===== src/rtl/step_pkg.sv =====
// Shared types for the step sequencer: FSM states, pulse-generator speed modes
// and the segment record held in the program table.
package step_pkg;

  typedef enum logic [2:0] {
    ST_IDLE,
    ST_FETCH,
    ST_RUN,
    ST_GAP,
    ST_DONE
  } state_t;

  typedef logic [1:0] mode_t;

  localparam mode_t MODE_SLOW    = 2'b00;
  localparam mode_t MODE_MED     = 2'b01;
  localparam mode_t MODE_FAST    = 2'b10;
  localparam mode_t MODE_PROFILE = 2'b11;

  // Widest step count any instance may use; narrower instances zero-extend.
  localparam int STEP_W_MAX = 32;

  typedef struct packed {
    mode_t                 mode;
    logic [STEP_W_MAX-1:0] steps;
  } seg_t;

endpackage


===== src/rtl/step_seq_table.sv =====
// Segment program table: NUM_SEG records, one synchronous write port and one
// asynchronous read port. Deliberately not reset so a program survives RESET.
module step_seq_table
  import step_pkg::*;
#(
  parameter int NUM_SEG = 8,
  parameter int SEG_W   = $clog2(NUM_SEG)
) (
  input  logic             CLK,
  input  logic             wr_en,
  input  logic [SEG_W-1:0] wr_addr,
  input  seg_t             wr_data,
  input  logic [SEG_W-1:0] rd_addr,
  output seg_t             rd_data
);

  seg_t mem [NUM_SEG];

  always_ff @(posedge CLK) begin
    if (wr_en) begin
      mem[wr_addr] <= wr_data;
    end
  end

  assign rd_data = mem[rd_addr];

endmodule


===== src/rtl/step_sequencer.sv =====
// Segment-program controller: walks the table, drives Start/Mode of the pulse
// generator and counts returned Pulse rising edges per segment.
module step_sequencer
  import step_pkg::*;
#(
  parameter int NUM_SEG    = 8,
  parameter int STEP_W     = 16,
  parameter int GAP_CYCLES = 2
) (
  input  logic                       CLK,
  input  logic                       RESET,
  input  logic                       WrEn,
  input  logic [$clog2(NUM_SEG)-1:0] WrAddr,
  input  logic [1:0]                 WrMode,
  input  logic [STEP_W-1:0]          WrSteps,
  input  logic                       Go,
  input  logic                       Abort,
  input  logic                       Pulse,
  output logic                       Start,
  output logic [1:0]                 Mode,
  output logic                       Busy,
  output logic                       Done,
  output logic [$clog2(NUM_SEG)-1:0] SegIdx,
  output logic [STEP_W-1:0]          StepCount
);

  localparam int SEG_W = $clog2(NUM_SEG);
  localparam int GAP_W = (GAP_CYCLES > 1) ? $clog2(GAP_CYCLES) : 1;

  state_t             state_reg;
  logic [SEG_W-1:0]   seg_idx_reg;
  logic [STEP_W-1:0]  step_count_reg;
  logic [STEP_W-1:0]  target_reg;
  mode_t              mode_reg;
  logic               start_reg;
  logic               busy_reg;
  logic               done_reg;
  logic               pulse_q_reg;
  logic [GAP_W-1:0]   gap_cnt_reg;

  seg_t               wr_seg;
  seg_t               rd_seg;
  logic               table_wr_en;
  logic               pulse_rise;
  logic [STEP_W-1:0]  step_count_next;

  // The table is only writable while idle so a running program cannot change.
  assign table_wr_en     = WrEn && (state_reg == ST_IDLE);
  assign pulse_rise      = Pulse && !pulse_q_reg;
  assign step_count_next = step_count_reg + STEP_W'(1);

  always_comb begin
    wr_seg       = '0;
    wr_seg.mode  = WrMode;
    wr_seg.steps = STEP_W_MAX'(WrSteps);
  end

  step_seq_table #(
    .NUM_SEG (NUM_SEG),
    .SEG_W   (SEG_W)
  ) u_table (
    .CLK     (CLK),
    .wr_en   (table_wr_en),
    .wr_addr (WrAddr),
    .wr_data (wr_seg),
    .rd_addr (seg_idx_reg),
    .rd_data (rd_seg)
  );

  always_ff @(posedge CLK) begin
    if (RESET) begin
      state_reg      <= ST_IDLE;
      seg_idx_reg    <= '0;
      step_count_reg <= '0;
      target_reg     <= '0;
      mode_reg       <= MODE_SLOW;
      start_reg      <= 1'b0;
      busy_reg       <= 1'b0;
      done_reg       <= 1'b0;
      pulse_q_reg    <= 1'b0;
      gap_cnt_reg    <= '0;
    end else if (Abort) begin
      // Index, count and mode are left untouched for post-mortem inspection.
      state_reg <= ST_IDLE;
      start_reg <= 1'b0;
      busy_reg  <= 1'b0;
      done_reg  <= 1'b0;
    end else begin
      done_reg <= 1'b0;
      case (state_reg)
        ST_IDLE: begin
          if (Go) begin
            state_reg   <= ST_FETCH;
            seg_idx_reg <= '0;
            busy_reg    <= 1'b1;
          end
        end

        ST_FETCH: begin
          if (rd_seg.steps == '0) begin
            state_reg <= ST_DONE;
            done_reg  <= 1'b1;
          end else begin
            state_reg      <= ST_RUN;
            target_reg     <= rd_seg.steps[STEP_W-1:0];
            mode_reg       <= rd_seg.mode;
            step_count_reg <= '0;
            pulse_q_reg    <= 1'b0;
            start_reg      <= 1'b1;
          end
        end

        ST_RUN: begin
          pulse_q_reg <= Pulse;
          if (pulse_rise) begin
            step_count_reg <= step_count_next;
            if (step_count_next == target_reg) begin
              state_reg   <= ST_GAP;
              start_reg   <= 1'b0;
              gap_cnt_reg <= '0;
            end
          end
        end

        ST_GAP: begin
          if (gap_cnt_reg == GAP_W'(GAP_CYCLES - 1)) begin
            if (seg_idx_reg == SEG_W'(NUM_SEG - 1)) begin
              state_reg <= ST_DONE;
              done_reg  <= 1'b1;
            end else begin
              state_reg   <= ST_FETCH;
              seg_idx_reg <= seg_idx_reg + SEG_W'(1);
            end
          end else begin
            gap_cnt_reg <= gap_cnt_reg + GAP_W'(1);
          end
        end

        ST_DONE: begin
          state_reg <= ST_IDLE;
          busy_reg  <= 1'b0;
        end

        default: begin
          state_reg <= ST_IDLE;
          start_reg <= 1'b0;
          busy_reg  <= 1'b0;
        end
      endcase
    end
  end

  assign Start     = start_reg;
  assign Mode      = mode_reg;
  assign Busy      = busy_reg;
  assign Done      = done_reg;
  assign SegIdx    = seg_idx_reg;
  assign StepCount = step_count_reg;

endmodule


===== config.mk =====
export PLATFORM = sky130hd
export DESIGN_NAME = step_sequencer
export DESIGN_NICKNAME = d
export VERILOG_FILES = /design/src/rtl/step_pkg.sv /design/src/rtl/step_seq_table.sv /design/src/rtl/step_sequencer.sv
export SDC_FILE = /design/constraint.sdc
export NUM_CORES = 1
export LEC_CHECK = 0
export ABC_CLOCK_PERIOD_IN_PS = 3200
export CORE_AREA = 2 2 139 141
export CTS_CLUSTER_DIAMETER = 120
export CTS_CLUSTER_SIZE = 30
export DETAILED_ROUTE_END_ITERATION = 10
export DIE_AREA = 0 0 141 143
export HOLD_SLACK_MARGIN = 0.1
export SETUP_SLACK_MARGIN = 0.05
export SYNTH_ARGS = -nofsm -noshare
export SYNTH_HDL_FRONTEND = slang
export SYNTH_SLANG_ARGS = --single-unit

===== constraint.sdc =====
create_clock -name CLK -period 3.2 [get_ports CLK]
set_input_delay 0.48 -clock CLK [delete_from_list [all_inputs] [get_ports CLK]]
set_output_delay 0.48 -clock CLK [all_outputs]
set_load 0.01 [all_outputs]

==> results.yml, run 1 <==
timing:
  setup_tns_ps: 0
  hold_violations: 0
  clock_skew_ps: 12.2
  finalSetupViolations: 0
  relSlewSlack_pct: 34.1
  drv_slew: 0
  holdWs_ps: 513
  min_period_ps: 3010
  max_freq_mhz: 333
  worst_slew_pin_slew_ps: 989
  rsz0062_at_grt: "false"
  timing.final.crit_share_pct: 94.0
drt:
  wl_um: 17900
  wl_met3_um: 664
  drcViolationCount: 0
  vias: 4957
  vias_per_cell: 5.77
  met2WireLength_um: 9030
  drtPass1Iterations: 4
  wl_met1_um: 7930
  highest_layer: "met4"
  wire_per_inst_um: 20.8
  antenna_left: 0
  drtIter0Drc: 284
setup_path:
  required_ps: 3530
  crit_family: "simple AND/OR/NAND/NOR gates"
  setup.worst_path.start: "StepCount[0]$_SDFFE_PP0P_"
  endpoint_kind: "flip-flop"
  cp.buffers_inverters: 2
  worstSetupPathType: "flip-flop to flip-flop"
  r2r_end: "state_reg[0]$_SDFFE_PP0P_"
  cp_cell_sequence: "ha_1 -> nand4_2 -> buf_4 -> or3_1 -> a32oi_1 -> nand4b_1 -> nor4_1 -> buf_4 -> nor2b_1 -> o41ai_1"
  critPathLaunchType: "flip-flop"
  cp.arrival_ps: 3330
  critPathMaxFanout: 8
  slowest_delay_ps: 480
  crit_top_cell: "buf_4"
  rr_worst_depth: 10
  cp_slowest_cell: "nor4_1"
  r2r_slack_ps: 190
  cp-endpoint: "state_reg[0]$_SDFFE_PP0P_"
  r2r-start: "StepCount[0]$_SDFFE_PP0P_"
  path_depth: 10
clock_network:
  cts_sinks: 192
  cts_tree: "done"
  cts_resized: 0
  clk_pin_slew_ps: 70
  post_cts_buffers: 0
  cts_root_buf: "clkbuf_16"
  clock_latency_ps: 430
  cts_max_level: 4
  ctsLongestPathBuffers: 2
  holdBufCountCts: 0
  cts_buffers: 17
floorplan:
  core_mm2: 0.0186
  die_h_um: 143
  initial_utilization_pct: 44.5
  row_count: 50
  die_w_um: 141
  fp.dieArea_mm2: 0.0202
  num_io_pins: 51
cells_and_area:
  instances_no_fill: 859
  fin_nets: 643
  final_common_cell: "edfxtp_1"
  nFillCells: 1520
  drive_gt1_share_pct: 21.1
  n_antenna_cell: 0
  largest_register_ffs: 144
  multi_input_area_mm2: 0.00276
  synthToLayoutAreaGrowth_pct: 17.2
  ff_latch_area_mm2: 0.00529
  design_area_mm2: 0.00970
  most-common-layout-cells: "edfxtp_1 (144), clkdlybuf4s50_1 (49), dfxtp_1 (47)"
global_routing:
  grtUsageTotal_pct: 18.9
  antenna_found_initial: 0
  grt_pass1_wl_um: 28600
  grt_pass1_vias: 4991
  overflow: 0
  grt_max_degree: 43
placed_design:
  io_buffers: 50
  hpwlAfterDp_um: 11500
  place_inst: 828
  place_area_mm2: 0.00911
  gp_congestion: 0.817
logic_synthesis:
  async_reset_ff_share_pct: 0
  syn_avg_cell_area_um2: 15.0
  synthFlopType: "edfxtp_1"
  synth_edf_count: 144
  syn_inst: 550
  syn-cell-area_mm2: 0.00827
  yosysSeqAreaShare_pct: 63.9
  synth_cell_types: 61
  syn_nets: 580
  yosys_warnings: 0
  yosys_register_bits: 192
pwr:
  peakVddDrop_mv: 0.360
  power.density_mw_per_mm2: 520
  leakage_nw: 3.11
run:
  cap_violations: 0
status:
  status: "finished, final reports clean"
hold_path:
  hold_class: "flip-flop to flip-flop"
==> worst reg2reg max path, cell delays in order, from the launching register on <==
cell      delay (ps)
dfxtp_1          370
ha_1             350
nand4_2          190
buf_4            200
or3_1            450
a32oi_1          190
nand4b_1         120
nor4_1           480
buf_4            220
nor2b_1           40
o41ai_1          310
==> worst min-delay path by stage <==
stage | slack (ps) | cells past startpoint | to | start
2_1_floorplan | 500 | 2 | target_reg[5]$_SDFFE_PP0P_ | target_reg[5]$_SDFFE_PP0P_
3_3_place_gp | 460 | 2 | Busy$_SDFFE_PP0P_ | Busy$_SDFFE_PP0P_
3_5_place_dp | 500 | 2 | Busy$_SDFFE_PP0P_ | Busy$_SDFFE_PP0P_
4_1_cts | 520 | 2 | SegIdx[1]$_SDFFE_PP0P_ | SegIdx[1]$_SDFFE_PP0P_
5_1_grt | 560 | 2 | SegIdx[2]$_SDFFE_PP0P_ | SegIdx[2]$_SDFFE_PP0P_
6_report | 510 | 2 | SegIdx[1]$_SDFFE_PP0P_ | SegIdx[1]$_SDFFE_PP0P_
==> logic make-up after synthesis <==
family	count (synthesis)	share of synthesized area, %
flops	192	63.9
simple gates	147	9.53
buf+inv	43	2.89
xor+xnor	20	2.12
compound gates	89	8.20
fa+ha+maj	3	0.454
mux	56	12.9
==> cells in the mapped netlist (all sizes together), types with 4 or more instances <==
cell	n	area [um2]
a21oi	33	165
xor2	11	96.3
dfxtp	48	961
mux2	17	191
nand4	10	68.8
inv	6	22.5
nor3	25	125
nand3	9	45.0
clkbuf	21	81.3
or3	5	31.3
nor4	10	75.1
o21ai	16	91.3
nand2	14	68.8
a31oi	4	25.0
buf	16	135
nand2b	9	56.3
nor2b	5	31.3
edfxtp	144	4320
a311oi	14	204
nor2	46	173
xnor2	9	78.8
mux4	36	848
==> final cells by class <==
cell class                 instances  area share [%]
sequential                       192            54.5
multi-input combinational        315            28.5
timing repair buffer              81            7.81
clock buffer                      18            4.43
tap                              234            3.02
clock inverter                    13            1.51
inverter                           6           0.232
==> per-stage QoR <==
stage	setup WS (ps)	power, mW	util (%)
2_1_floorplan	518	2.93	-
3_3_place_gp	64.9	3.04	49.1
3_5_place_dp	94.3	3.05	49.1
4_1_cts	82.4	5.08	52.1
5_1_grt	53.5	5.22	52.2
6_report	193	5.04	52.2
==> report_power, final <==
group          internal, mW  total (mW)  leakage (nW)  switching (mW)
Clock                  1.10        2.05         0.284           0.953
Combinational        0.0947       0.237          1.13           0.142
Sequential             2.73        2.75          1.69          0.0256
Total                  3.92        5.04          3.11            1.12
==> routing by layer <==
metal,GRT usage (%),vias up
met5,0,-
met4,6.00,0
met3,3.69,21
met2,31.6,139
met1,25.4,2499
li1,-,2298
No activity file was read; power rests on OpenSTA's default activity.
==> run 2: changes to the inputs <==
- CORE_AREA: 2 2 139 141 -> 2 2 122 124
- DIE_AREA: 0 0 141 143 -> 0 0 124 126
- PLACE_DENSITY: default -> 0.78
- SKIP_LAST_GASP: default -> 1
==> results.yml, run 2 (synthesis gave the netlist of run 1 again) <==
floorplan:
  die_w_um: 124
  row_count: 44
  fp.dieArea_mm2: 0.0156
  initial_utilization_pct: 57.8
  num_io_pins: 51
  die_h_um: 126
  core_mm2: 0.0143
global_routing:
  overflow: 0
  grt_max_degree: 43
  grtUsageTotal_pct: 23.8
  grt_pass1_vias: 4990
  antenna_found_initial: 0
  grt_pass1_wl_um: 27400
timing:
  max_freq_mhz: 341
  drv_slew: 0
  rsz0062_at_grt: "false"
  holdWs_ps: 497
  setup_tns_ps: 0
  relSlewSlack_pct: 36.4
  timing.final.crit_share_pct: 91.6
  hold_violations: 0
  clock_skew_ps: 10.0
  min_period_ps: 2930
  worst_slew_pin_slew_ps: 954
  finalSetupViolations: 0
cells_and_area:
  ff_latch_area_mm2: 0.00529
  n_antenna_cell: 0
  largest_register_ffs: 144
  synthToLayoutAreaGrowth_pct: 15.9
  drive_gt1_share_pct: 19.9
  multi_input_area_mm2: 0.00277
  most-common-layout-cells: "edfxtp_1 (144), clkdlybuf4s50_1 (49), dfxtp_1 (47)"
  final_common_cell: "edfxtp_1"
  nFillCells: 949
  fin_nets: 634
run:
  cap_violations: 0
placed_design:
  hpwlAfterDp_um: 10500
  io_buffers: 50
  gp_congestion: 0.855
pwr:
  power.density_mw_per_mm2: 535
  total_power_mw: 5.13
  peakVddDrop_mv: 0.494
  leakage_nw: 3.07
setup_path:
  critPathLaunchType: "flip-flop"
  cp.arrival_ps: 3270
  cp.buffers_inverters: 0
  crit_family: "simple AND/OR/NAND/NOR gates"
  cp_slowest_cell: "nor4_1"
  cp_cell_sequence: "ha_1 -> nand4_2 -> nor4_1 -> mux2_2 -> o2111ai_1 -> nor4_2 -> or3b_2 -> a311oi_1"
  worstSetupPathType: "flip-flop to flip-flop"
  slowest_delay_ps: 520
  required_ps: 3540
  endpoint_kind: "flip-flop"
  critPathMaxFanout: 8
clock_network:
  cts_root_buf: "clkbuf_16"
  holdBufCountCts: 0
  cts_tree: "done"
  clk_pin_slew_ps: 70
  cts_max_level: 4
  cts_buffers: 17
  ctsLongestPathBuffers: 2
  clock_latency_ps: 430
  cts_sinks: 192
drt:
  wire_per_inst_um: 21.6
  antenna_left: 0
  drcViolationCount: 0
  drtIter0Drc: 441
  wl_um: 17300
  vias_per_cell: 6.21
  drtPass1Iterations: 5
  vias: 4977
hold_path:
  hold_class: "flip-flop to flip-flop"
status:
  status: "finished, final reports clean"
-- run 2: worst min-delay path: stages, from the launching register on --
cell     delay [ps]
dfxtp_1         330
a21oi_1          40
nor2_1           80
-- run 2: per-layer routing --
metal  track usage, %  up-vias  part of all wire [%]
met5                0        -                     0
met1             30.8     2519                    43
met2             40.2      153                    52
li1                 -     2288                     -
met4             6.87        0                   1.0
met3             5.89       17                   4.4
-- run 2: through the flow --
step                      area [um2]  utilization [%]  setup slack, ps  cells
final                           9590             67.0              269    801
after global routing            9590             67.0             81.8    801
after CTS                       9570             66.8              136    800
after detailed placement        8980             62.7              177    768
after global placement          8980             62.7              186    768
after floorplan                 8270                -              518    550
-- run 2: final timing paths --
path | startpoint | to | slack (ps) | depth (start not counted)
hold / removal | Busy$_SDFFE_PP0P_ | Busy$_SDFFE_PP0P_ | 500 | 2
setup / recovery | StepCount[0]$_SDFFE_PP0P_ | Start$_SDFFE_PP0P_ | 270 | 8
hold reg to reg | Busy$_SDFFE_PP0P_ | Busy$_SDFFE_PP0P_ | 500 | 2
setup reg to reg | StepCount[0]$_SDFFE_PP0P_ | Start$_SDFFE_PP0P_ | 270 | 8
-- run 2: repair_timing --
action	in CTS	in global routing
buffers inserted	0	1
gates resized for setup	0	2
endpoints found under the setup margin	0	19
-- run 2: layout make-up --
type | count | area share (%)
Clock buffer | 18 | 4.48
Inverter | 6 | 0.235
Sequential cell | 192 | 55.1
Timing Repair Buffer | 72 | 7.15
Clock inverter | 14 | 1.70
Tap cell | 184 | 2.40
Multi-Input combinational cell | 315 | 28.9
-- run 2: power breakdown --
| part | leakage (nW) | switching [mW] | internal [mW] |
|---|---|---|---|
| logic | 1.08 | 0.141 | 0.0937 |
| clock network | 0.291 | 0.964 | 1.18 |
| registers | 1.69 | 0.0260 | 2.73 |
| total | 3.07 | 1.13 | 4.00 |
==> run 3: changes to the inputs <==
- PLACE_DENSITY: 0.78 -> default
- PLACE_DENSITY_LB_ADDON: default -> 0.15
==> results.yml, run 3 (synthesis gave the netlist of run 1 again) <==
status:
  status: "finished, final reports clean"
clock_network:
  holdBufCountCts: 0
  cts_tree: "done"
  cts_root_buf: "clkbuf_16"
  ctsLongestPathBuffers: 2
  cts_sinks: 192
  cts_buffers: 17
  post_cts_buffers: 0
  clk_pin_slew_ps: 70
  cts_max_level: 4
  cts_resized: 0
  clock_latency_ps: 430
global_routing:
  grt_max_degree: 43
  grt_pass1_wl_um: 26800
  grt_pass1_vias: 4930
  antenna_found_initial: 0
  grtUsageTotal_pct: 23.3
  overflow: 0
drt:
  vias: 4987
  antenna_left: 0
  drtIter0Drc: 344
  drtPass1Iterations: 5
  vias_per_cell: 6.20
  drcViolationCount: 0
  wl_um: 17300
  wire_per_inst_um: 21.5
timing:
  relSlewSlack_pct: 35.8
  timing.final.crit_share_pct: 93.8
  hold_violations: 0
  holdWs_ps: 482
  max_freq_mhz: 333
  rsz0062_at_grt: "false"
  worst_slew_pin_slew_ps: 962
  drv_slew: 0
  min_period_ps: 3000
  finalSetupViolations: 0
  clock_skew_ps: 11.3
  setup_tns_ps: 0
run:
  cap_violations: 0
pwr:
  power.density_mw_per_mm2: 523
  leakage_nw: 3.07
  peakVddDrop_mv: 0.406
setup_path:
  endpoint_kind: "flip-flop"
  r2r_slack_ps: 200
  r2r_end: "state_reg[0]$_SDFFE_PP0P_"
  rr_worst_depth: 8
  critPathMaxFanout: 8
  r2r-start: "StepCount[0]$_SDFFE_PP0P_"
  setup.worst_path.start: "StepCount[0]$_SDFFE_PP0P_"
  cp-endpoint: "state_reg[0]$_SDFFE_PP0P_"
  critPathLaunchType: "flip-flop"
  worstSetupPathType: "flip-flop to flip-flop"
  required_ps: 3530
  cp.arrival_ps: 3330
floorplan:
  core_mm2: 0.0143
  initial_utilization_pct: 57.8
  die_w_um: 124
  num_io_pins: 51
  fp.dieArea_mm2: 0.0156
  die_h_um: 126
  row_count: 44
cells_and_area:
  fin_util_pct: 67.1
  largest_register_ffs: 144
  synthToLayoutAreaGrowth_pct: 16.0
  design_area_mm2: 0.00960
  most-common-layout-cells: "edfxtp_1 (144), clkdlybuf4s50_1 (49), dfxtp_1 (47)"
  fin_nets: 637
  instances_no_fill: 804
  final_common_cell: "edfxtp_1"
  n_antenna_cell: 0
  drive_gt1_share_pct: 20.5
placed_design:
  io_buffers: 50
  gp_congestion: 0.863
  place_area_mm2: 0.00902
  place_inst: 772
  hpwlAfterDp_um: 10500
hold_path:
  hold_class: "flip-flop to flip-flop"
-- run 3: cell types whose count changed in the layout (fill, tap and decap cells not counted), sizes merged --
cell / before / now
buf: 23 / 26
bufinv: 2 / 0
clkinvlp: 0 / 2
-- run 3: per-stage QoR --
step           setup slack [ps]  total power [mW]
2_1_floorplan               518              2.93
3_3_place_gp               67.8              3.03
3_5_place_dp                107              3.04
4_1_cts                    57.0              5.06
5_1_grt                    55.9              5.17
6_report                    200              5.02
-- run 3: layout make-up --
| cell class | count | area [um2] |
|---|---|---|
| Inverter | 6 | 22.5 |
| Tap cell | 184 | 230 |
| Clock buffer | 18 | 429 |
| Sequential cell | 192 | 5290 |
| Timing Repair Buffer | 75 | 721 |
| Clock inverter | 14 | 144 |
| Fill cell | 1006 | 4720 |
| Multi-Input combinational cell | 315 | 2770 |
-- run 3: worst min-delay path by stage --
stage / start / end / depth (start not counted)
floorplan: target_reg[5]$_SDFFE_PP0P_ / target_reg[5]$_SDFFE_PP0P_ / 2
global placement: Busy$_SDFFE_PP0P_ / Busy$_SDFFE_PP0P_ / 2
finish: Busy$_SDFFE_PP0P_ / Busy$_SDFFE_PP0P_ / 2
detailed placement: Busy$_SDFFE_PP0P_ / Busy$_SDFFE_PP0P_ / 2
global route: Busy$_SDFFE_PP0P_ / Busy$_SDFFE_PP0P_ / 2
CTS: Busy$_SDFFE_PP0P_ / Busy$_SDFFE_PP0P_ / 2
-- run 3: where the power goes --
| part | internal, mW | switching, mW |
|---|---|---|
| clock network | 1.04 | 0.990 |
| logic | 0.0939 | 0.141 |
| registers | 2.73 | 0.0256 |
-- run 3: critical path, cell delays in order, from the launching register on --
cell	delay (ps)
dfxtp_1	350
ha_1	340
nand4_2	270
or3_1	510
a32oi_1	230
nand4b_1	160
nor4_2	610
nor2b_1	100
o41ai_1	340
-- run 3: layer usage --
| metal | GRT usage (%) | vias up | share of wire, % |
|---|---|---|---|
| met2 | 38.8 | 150 | 51 |
| met1 | 30.2 | 2511 | 42 |
| met4 | 8.72 | 0 | 2.4 |
| met5 | 0 | - | 0 |
| li1 | - | 2298 | - |
| met3 | 4.85 | 28 | 4.0 |
